$ cat config.mk
export PLATFORM = sky130hd
export DESIGN_NAME = stream_mux_rr
export DESIGN_NICKNAME = d
export VERILOG_FILES = /design/src/rtl/stream_mux_rr.sv
export SDC_FILE = /design/constraint.sdc
export NUM_CORES = 1
export LEC_CHECK = 0
export ABC_CLOCK_PERIOD_IN_PS = 2600
export CAP_MARGIN = 30
export CORE_UTILIZATION = 38
export DETAILED_ROUTE_END_ITERATION = 12
export PLACE_DENSITY = 0.8
export SETUP_SLACK_MARGIN = 0.05
export SYNTH_ARGS = -nofsm -noshare
export SYNTH_HDL_FRONTEND = slang
export SYNTH_HIERARCHICAL = 1
export SYNTH_SLANG_ARGS = --single-unit
$ cat constraint.sdc
create_clock -name clk -period 2.6 [get_ports clk]
set_input_delay 0.52 -clock clk [delete_from_list [all_inputs] [get_ports clk]]
set_output_delay 0.52 -clock clk [all_outputs]
set_load 0.05 [all_outputs]
$ cat src/rtl/stream_mux_rr.sv
// N-to-1 valid/ready stream mux with a single-entry output register.
// Arbitration is fixed-priority or round-robin, with an optional forced channel.

module stream_mux_rr_lane #(
  parameter int IDX   = 0,
  parameter int SEL_W = 2
) (
  input  logic             valid,
  input  logic             force_en,
  input  logic [SEL_W-1:0] force_sel,
  output logic             elig
);
  // An out-of-range force_sel matches no lane, so the eligible set is empty.
  assign elig = valid & (!force_en | (force_sel == SEL_W'(IDX)));
endmodule

module stream_mux_rr #(
  parameter  int WIDTH    = 8,
  parameter  int CHANNELS = 4,
  parameter  int MODE     = 1,
  localparam int SEL_W    = (CHANNELS > 1) ? $clog2(CHANNELS) : 1
) (
  input  logic                      clk,
  input  logic                      rst_n,
  input  logic [CHANNELS*WIDTH-1:0] in_data,
  input  logic [CHANNELS-1:0]       in_valid,
  output logic [CHANNELS-1:0]       in_ready,
  input  logic                      force_en,
  input  logic [SEL_W-1:0]          force_sel,
  output logic [WIDTH-1:0]          out_data,
  output logic [SEL_W-1:0]          out_sel,
  output logic                      out_valid,
  input  logic                      out_ready
);
  typedef logic [SEL_W-1:0] sel_t;

  typedef struct packed {
    logic             valid;
    sel_t             sel;
    logic [WIDTH-1:0] data;
  } out_t;

  logic [CHANNELS-1:0][WIDTH-1:0] ch_data;
  logic [CHANNELS-1:0]            elig;
  logic                           load_en, xfer;
  sel_t                           gnt, rr_idx;
  sel_t                           ptr_q, ptr_d;
  out_t                           out_q, out_d;

  assign ch_data = in_data;

  for (genvar i = 0; i < CHANNELS; i++) begin : g_lane
    stream_mux_rr_lane #(.IDX(i), .SEL_W(SEL_W)) u_lane (
      .valid    (in_valid[i]),
      .force_en (force_en),
      .force_sel(force_sel),
      .elig     (elig[i])
    );
  end

  assign load_en  = !out_q.valid | out_ready;
  assign xfer     = rst_n & load_en & (|elig);
  assign in_ready = xfer ? (CHANNELS'(1) << gnt) : '0;

  // Scan in descending search order so the last hit is the first in priority.
  always_comb begin
    gnt    = '0;
    rr_idx = '0;
    if (MODE == 0) begin
      for (int i = CHANNELS - 1; i >= 0; i--)
        if (elig[i]) gnt = sel_t'(i);
    end else begin
      for (int k = CHANNELS - 1; k >= 0; k--) begin
        rr_idx = sel_t'((int'(ptr_q) + k) % CHANNELS);
        if (elig[rr_idx]) gnt = rr_idx;
      end
    end
  end

  always_comb begin
    out_d       = out_q;
    out_d.valid = out_q.valid & !out_ready;
    ptr_d       = ptr_q;
    if (xfer) begin
      out_d.valid = 1'b1;
      out_d.sel   = gnt;
      out_d.data  = ch_data[gnt];
      ptr_d       = (int'(gnt) == CHANNELS - 1) ? '0 : gnt + sel_t'(1);
    end
  end

  always_ff @(posedge clk or negedge rst_n) begin
    if (!rst_n) begin
      out_q <= '0;
      ptr_q <= '0;
    end else begin
      out_q <= out_d;
      ptr_q <= ptr_d;
    end
  end

  assign out_data  = out_q.data;
  assign out_sel   = out_q.sel;
  assign out_valid = out_q.valid;
endmodule

Word level (Yosys, flattened, before mapping):

Index checks and enable logic that the tools add are counted.

* bits in latches: 0
* memories: 0
* memory bits (read-only): 0
* register bits after elaboration: 13
* input bits: 42
* word-level logic and storage cells: 52
* output and inout port bits: 15
* memory bits (writable): 0

* bitwise logic cells: 12
* div/mod/pow operators: 0
* $mul: 0
* eq/ne operators: 4
* reductions and logical operators: 5
* shift-type cells: 1
* magnitude comparators: 5
* multiplexer cells: 17
* add/subtract/negate cells: 4

Operator list (number)
* 8-bit binary-select mux with 2-bit select: 1
* 2-bit by 3-bit < comparator with 1-bit output, second input constant: 5
* 11-bit two-way mux: 1
* 2-bit two-way mux: 5
* 1-bit binary-select mux with 2-bit select: 4
* 8-bit two-way mux: 1
* 1-bit AND: 7
* 1-bit OR: 5
* 2-bit by 1-bit adder with 2-bit output, second input constant: 2
* 2-bit adder, second input constant: 2
* 2-bit by 1-bit == test with 1-bit output, second input constant: 2
* 2-bit == test, second input constant: 2
* 1-bit two-way mux: 4
* 4-bit two-way mux: 1
* 4-bit OR reduction: 1
* 1-bit by 2-bit left shift with 4-bit output, first input constant: 1
* 1-bit logical NOT: 3
* 2-bit logical NOT: 1

Logic depth before layout (Yosys ltp):

* depth in word-level cells: 12
* depth in mapped cells: 9
* mapped depth without buffers: 8

Cells and area by module:

The synthesis kept the hierarchy.

Modules (own cells, without submodules)
* stream_mux_rr: area an instance 960.9 um^2, times used 1, sequential area each 325.3 um^2, cells each 100
* stream_mux_rr_lane at g_lane[1].u_lane ...: area an instance 13.8 um^2, times used 2, sequential area each 0.0 um^2, cells each 2
* stream_mux_rr_lane at g_lane[0].u_lane ...: area an instance 11.3 um^2, times used 2, sequential area each 0.0 um^2, cells each 2

Least setup slack after synthesis:

OpenSTA, ideal clock, no wires.

* path type: input to output
* from: input port force_sel[0]
* to: output port in_ready[1]
* buffers on the path: 1
* stages on the path: 8
* path slack: -0.244 ns
* required time: 2.080 ns
* arrival: 2.324 ns
* path through: nand2_1 > a21boi_1 > nand2_1 > a31o_2 > nor2_4 > buf_6 > nand2_1 > nor2_1

* cells in the longest elaborated chain, start to end: 11
* elaborated cells on any way between the ends: 28

RTL lines
* start: declaration: RTL line 29 `input logic [SEL_W-1:0] force_sel,`
* 2-bit == test (*): RTL line 14 `assign elig = valid & (!force_en | (force_sel == SEL_W'(IDX)));`
* 1-bit OR (*): RTL line 14
* 1-bit AND (*): RTL line 14
* via elig[3]: RTL line 44 `logic [CHANNELS-1:0] elig;`
* 1-bit binary-select mux with 2-bit select: RTL line 75 `if (elig[rr_idx]) gnt = rr_idx;`
* 1-bit two-way mux (not written as such): RTL line 75
* 2-bit two-way mux (4 in a row): RTL line 75
* 1-bit by 2-bit left shift with 4-bit output: RTL line 63 `assign in_ready = xfer ? (CHANNELS'(1) << gnt) : '0;`
* 4-bit two-way mux (*): RTL line 63
* end: declaration: RTL line 27 `output logic [CHANNELS-1:0] in_ready,`

Mark *: on every way through the listed nets, which the timed path passes. The rest lies on a longest branch. The select of a mux whose other input is x is not followed.

Worst setup path after layout:

* from: input port in_valid[3]
* to: output port in_ready[3]

* cells in the longest elaborated chain, start to end: 9
* elaborated cells on any way between the ends: 17

RTL lines
* start: declaration: RTL line 26 `input logic [CHANNELS-1:0] in_valid,`
* 1-bit AND (*): RTL line 14
* via elig[3]: RTL line 44
* 1-bit binary-select mux with 2-bit select: RTL line 75
* 1-bit two-way mux (not written as such): RTL line 75
* 2-bit two-way mux (4 in a row): RTL line 75
* 1-bit by 2-bit left shift with 4-bit output: RTL line 63
* 4-bit two-way mux (*): RTL line 63

Marked as above.

==> results_dict.tcl <==
set metrics [dict create \
    cts_buffers 3 \
    synth_commonest_cells "18 x nand2_1, 13 x dfrtp_1, 9 x nand3_1" \
    syn_area_um2 1011 \
    start_kind "primary input" \
    dp.cells 208 \
    insertion_delay_ns 0.27 \
    drv_cap 0 \
    hold_viol_final 0 \
    vias 1190 \
    worstMarginPinSlew_ns 0.7292 \
    yosysUniqueCellTypes 30 \
    synthCells 108 \
    cts_buffer_depth 2 \
    peakVddDrop_mv 0.6482 \
    die-area_um2 2871 \
    seqPwrFrac_pct 26.1 \
    endpoint "in_ready[3]" \
    setup_ws_ns 0.1241 \
    grt_use_total_pct 27.32 \
    grt_pass1_wl_um 5540 \
    gp_congestion 0.8761 \
    yosysMostFrequentCell "nand2_1" \
    detailedRoute.firstIterationViolations 26 \
    path_max_fanout 4 \
    netlist.area_leader.share_pct 32.18 \
    rows 18 \
    ctsHoldBuffers 0 \
    synth.top_cells.by_area "dfrtp_1 32%, o211ai_2 9.9%, mux2i_1 7.9%" \
    grt_max_degree 14 \
    synth-seq-cells 13 \
    status "complete, no violations" \
    area_delta_synth_final_pct 85.40 \
    seq_area_frac_synth_pct 32.18 \
    cts_root_buf "clkbuf_4" \
    fin_cells 215 \
    worst_setup_path_end_kind "output pin" \
    fill_cells 193 \
    start_util_pct 40.44 \
    worstPathRequired_ns 2.08 \
    wl_per_cell_um 16.29 \
    hold_path_class "reg2reg" \
    synthArstFlopShare_pct 100.0 \
    power_frac_comb_pct 63.4 \
    place_hpwl_um 2700 \
    fp.coreArea_um2 2500 \
    reg2reg_from "ptr_q[1]" \
    post-place-ws_ns -0.3807 \
    syn_nets 151 \
    finalSetupViolCount 0 \
    cts_tree "yes" \
    slew_headroom_pct 51.16 \
    yosys_most_used_dff "dfrtp_1" \
    clkSinkCount 13 \
    io_buffers 56 \
    drv_slew 0 \
    period_share_pct 95.23 \
    dieHeight_um 53.58 \
    rrSetupSlack_ns 0.61 \
    r2r_end "out_data[5]" \
    grt-ovfl-total 0 \
    synth_enable_flop_cells 0 \
    leakage_nw 0.8349 \
    crit_start "in_valid[3]" \
    power.switching_w 0.0005447 \
    rsz0062_at_grt "false" \
    reg2regPathDepth 8 \
    critPathKind "in2out" \
    min_period_ns 2.476 \
    powerDensity_nw_per_um2 637.5 \
    viasPerCell 5.535 \
    drt-total-wl_um 3503 \
    cp_cell_sequence "dlygate4sd2_1 > a21boi_4 > buf_6 > nand2b_1 > a211oi_2 > nor2_1 > ha_2 > and2_4 > buf_12" \
    final_antenna_net_count 0 \
    finClkSkew_ns 0.004014 \
    clkPwrFrac_pct 10.5 \
    diodes 0 \
    synth_warnings 6 \
    switching_share_pct 45.59 \
    post-route-drc-count 0 \
    drt_pre_antenna_iters 4 \
    slowest_delay_ns 0.23 \
    cts_max_level 1 \
    slowest_stage "dlygate4sd2_1" \
    synth_top_area_cell "dfrtp_1" \
    power.internal_w 0.0006502 \
    clk_pin_slew_ns 0.08 \
    drive_above_1_share_pct 35.68 \
    hold_slack_ns 0.4854 \
    num_io_pins 57 \
    final_nets 229 \
    crit_arrival_ns 1.96 \
    avgSynthCellArea_um2 9.361 \
    die_w_um 53.58 \
    antenna_found_initial 0 \
    grt_pass1_vias 1242 \
    fmax_mhz 403.9 \
]
-- per-layer routing --
metal  global-route usage (%)  vias to the layer above  routed length (µm)
li1                         -                      549                   -
met1                    30.53                      566                1316
met3                    3.955                        9                 245
met5                        0                        -                   0
met2                    52.08                       66                1911
met4                    9.211                        0                  29
-- layout make-up --
cell class	count	area (µm²)	area share, %
Tap cell	30	37.54	2.003
Clock buffer	4	26.28	1.402
Timing Repair Buffer	76	728.2	38.85
Multi-Input combinational cell	92	757.0	40.39
Sequential cell	13	325.3	17.36
-- state kept, by name, indices dropped and copies added (netlist names) --
signal,cells
out_valid,1
ptr_q,2
out_sel,2
out_data,8
-- critical path: cells and delay by family --
family,cells,cell delay [ns]
buffers and inverters,3,0.50
AND/OR/NAND/NOR,3,0.39
AO/OA/AOI/OAI,2,0.36
adder cells (fa/ha/maj),1,0.18
-- repair_timing --
action,4_1_cts,5_1_grt
setup buffers,2,1
endpoints found under the setup margin,4,4
gates resized for setup,37,4
pin swaps,7,2
-- power by group through the flow --
stage                     Combinational [W]  Sequential (W)  Clock [W]
final                              0.000758        0.000311   0.000126
after global placement             0.000704        0.000309          0
after global routing               0.000803        0.000320   0.000140
after detailed placement           0.000719        0.000310          0
after CTS                          0.000753        0.000312   0.000129
after floorplan                    0.000255        0.000487          0
-- cells in the final DEF, fill, tap and decap left out, drive strengths merged, types with 2 or more instances in the layout --
cell type       n
a21bo           8
a21boi          3
a21o            2
and2            2
buf            27
clkbuf          4
clkdlybuf4s50  45
dfrtp          13
dlygate4sd2     4
mux2i           8
nand2          18
nand2b          6
nand3           9
nor2            6
o211ai          8
o21ai          10
-- kinds of logic after synthesis --
logic type	after synthesis	share of synthesized area (%)
AND/OR/NAND/NOR	47	24.01
adder cells (fa/ha/maj)	1	1.237
flip-flops	13	32.18
buffers and inverters	3	2.722
multiplexers	8	7.921
AO/OA/AOI/OAI	36	31.93
-- how the worst min path moves through the flow --
stage / startpoint / to / slack [ns] / cells after the start
final: out_sel[1] / out_sel[1] / 0.49 / 1
after global routing: out_data[0] / out_data[0] / 0.52 / 2
after CTS: out_sel[1] / out_sel[1] / 0.49 / 1
after detailed placement: out_data[0] / out_data[0] / 0.47 / 2
after global placement: out_sel[1] / out_sel[1] / 0.47 / 1
after floorplan: rst_n / out_data[0] / 0.22 / 0
-- metrics by stage --
step	total power (W)	util [%]	instance area, µm²	TNS (ns)
4_1_cts	0.001193	74.72	1868	0
2_1_floorplan	0.0007423	-	1020	-0.03339
6_report	0.001195	74.98	1874	0
3_3_place_gp	0.001013	69.82	1745	-1.076
5_1_grt	0.001262	74.98	1874	0
3_5_place_dp	0.001029	69.82	1745	-2.184
Note: power is estimated with default switching activity, not from simulation.
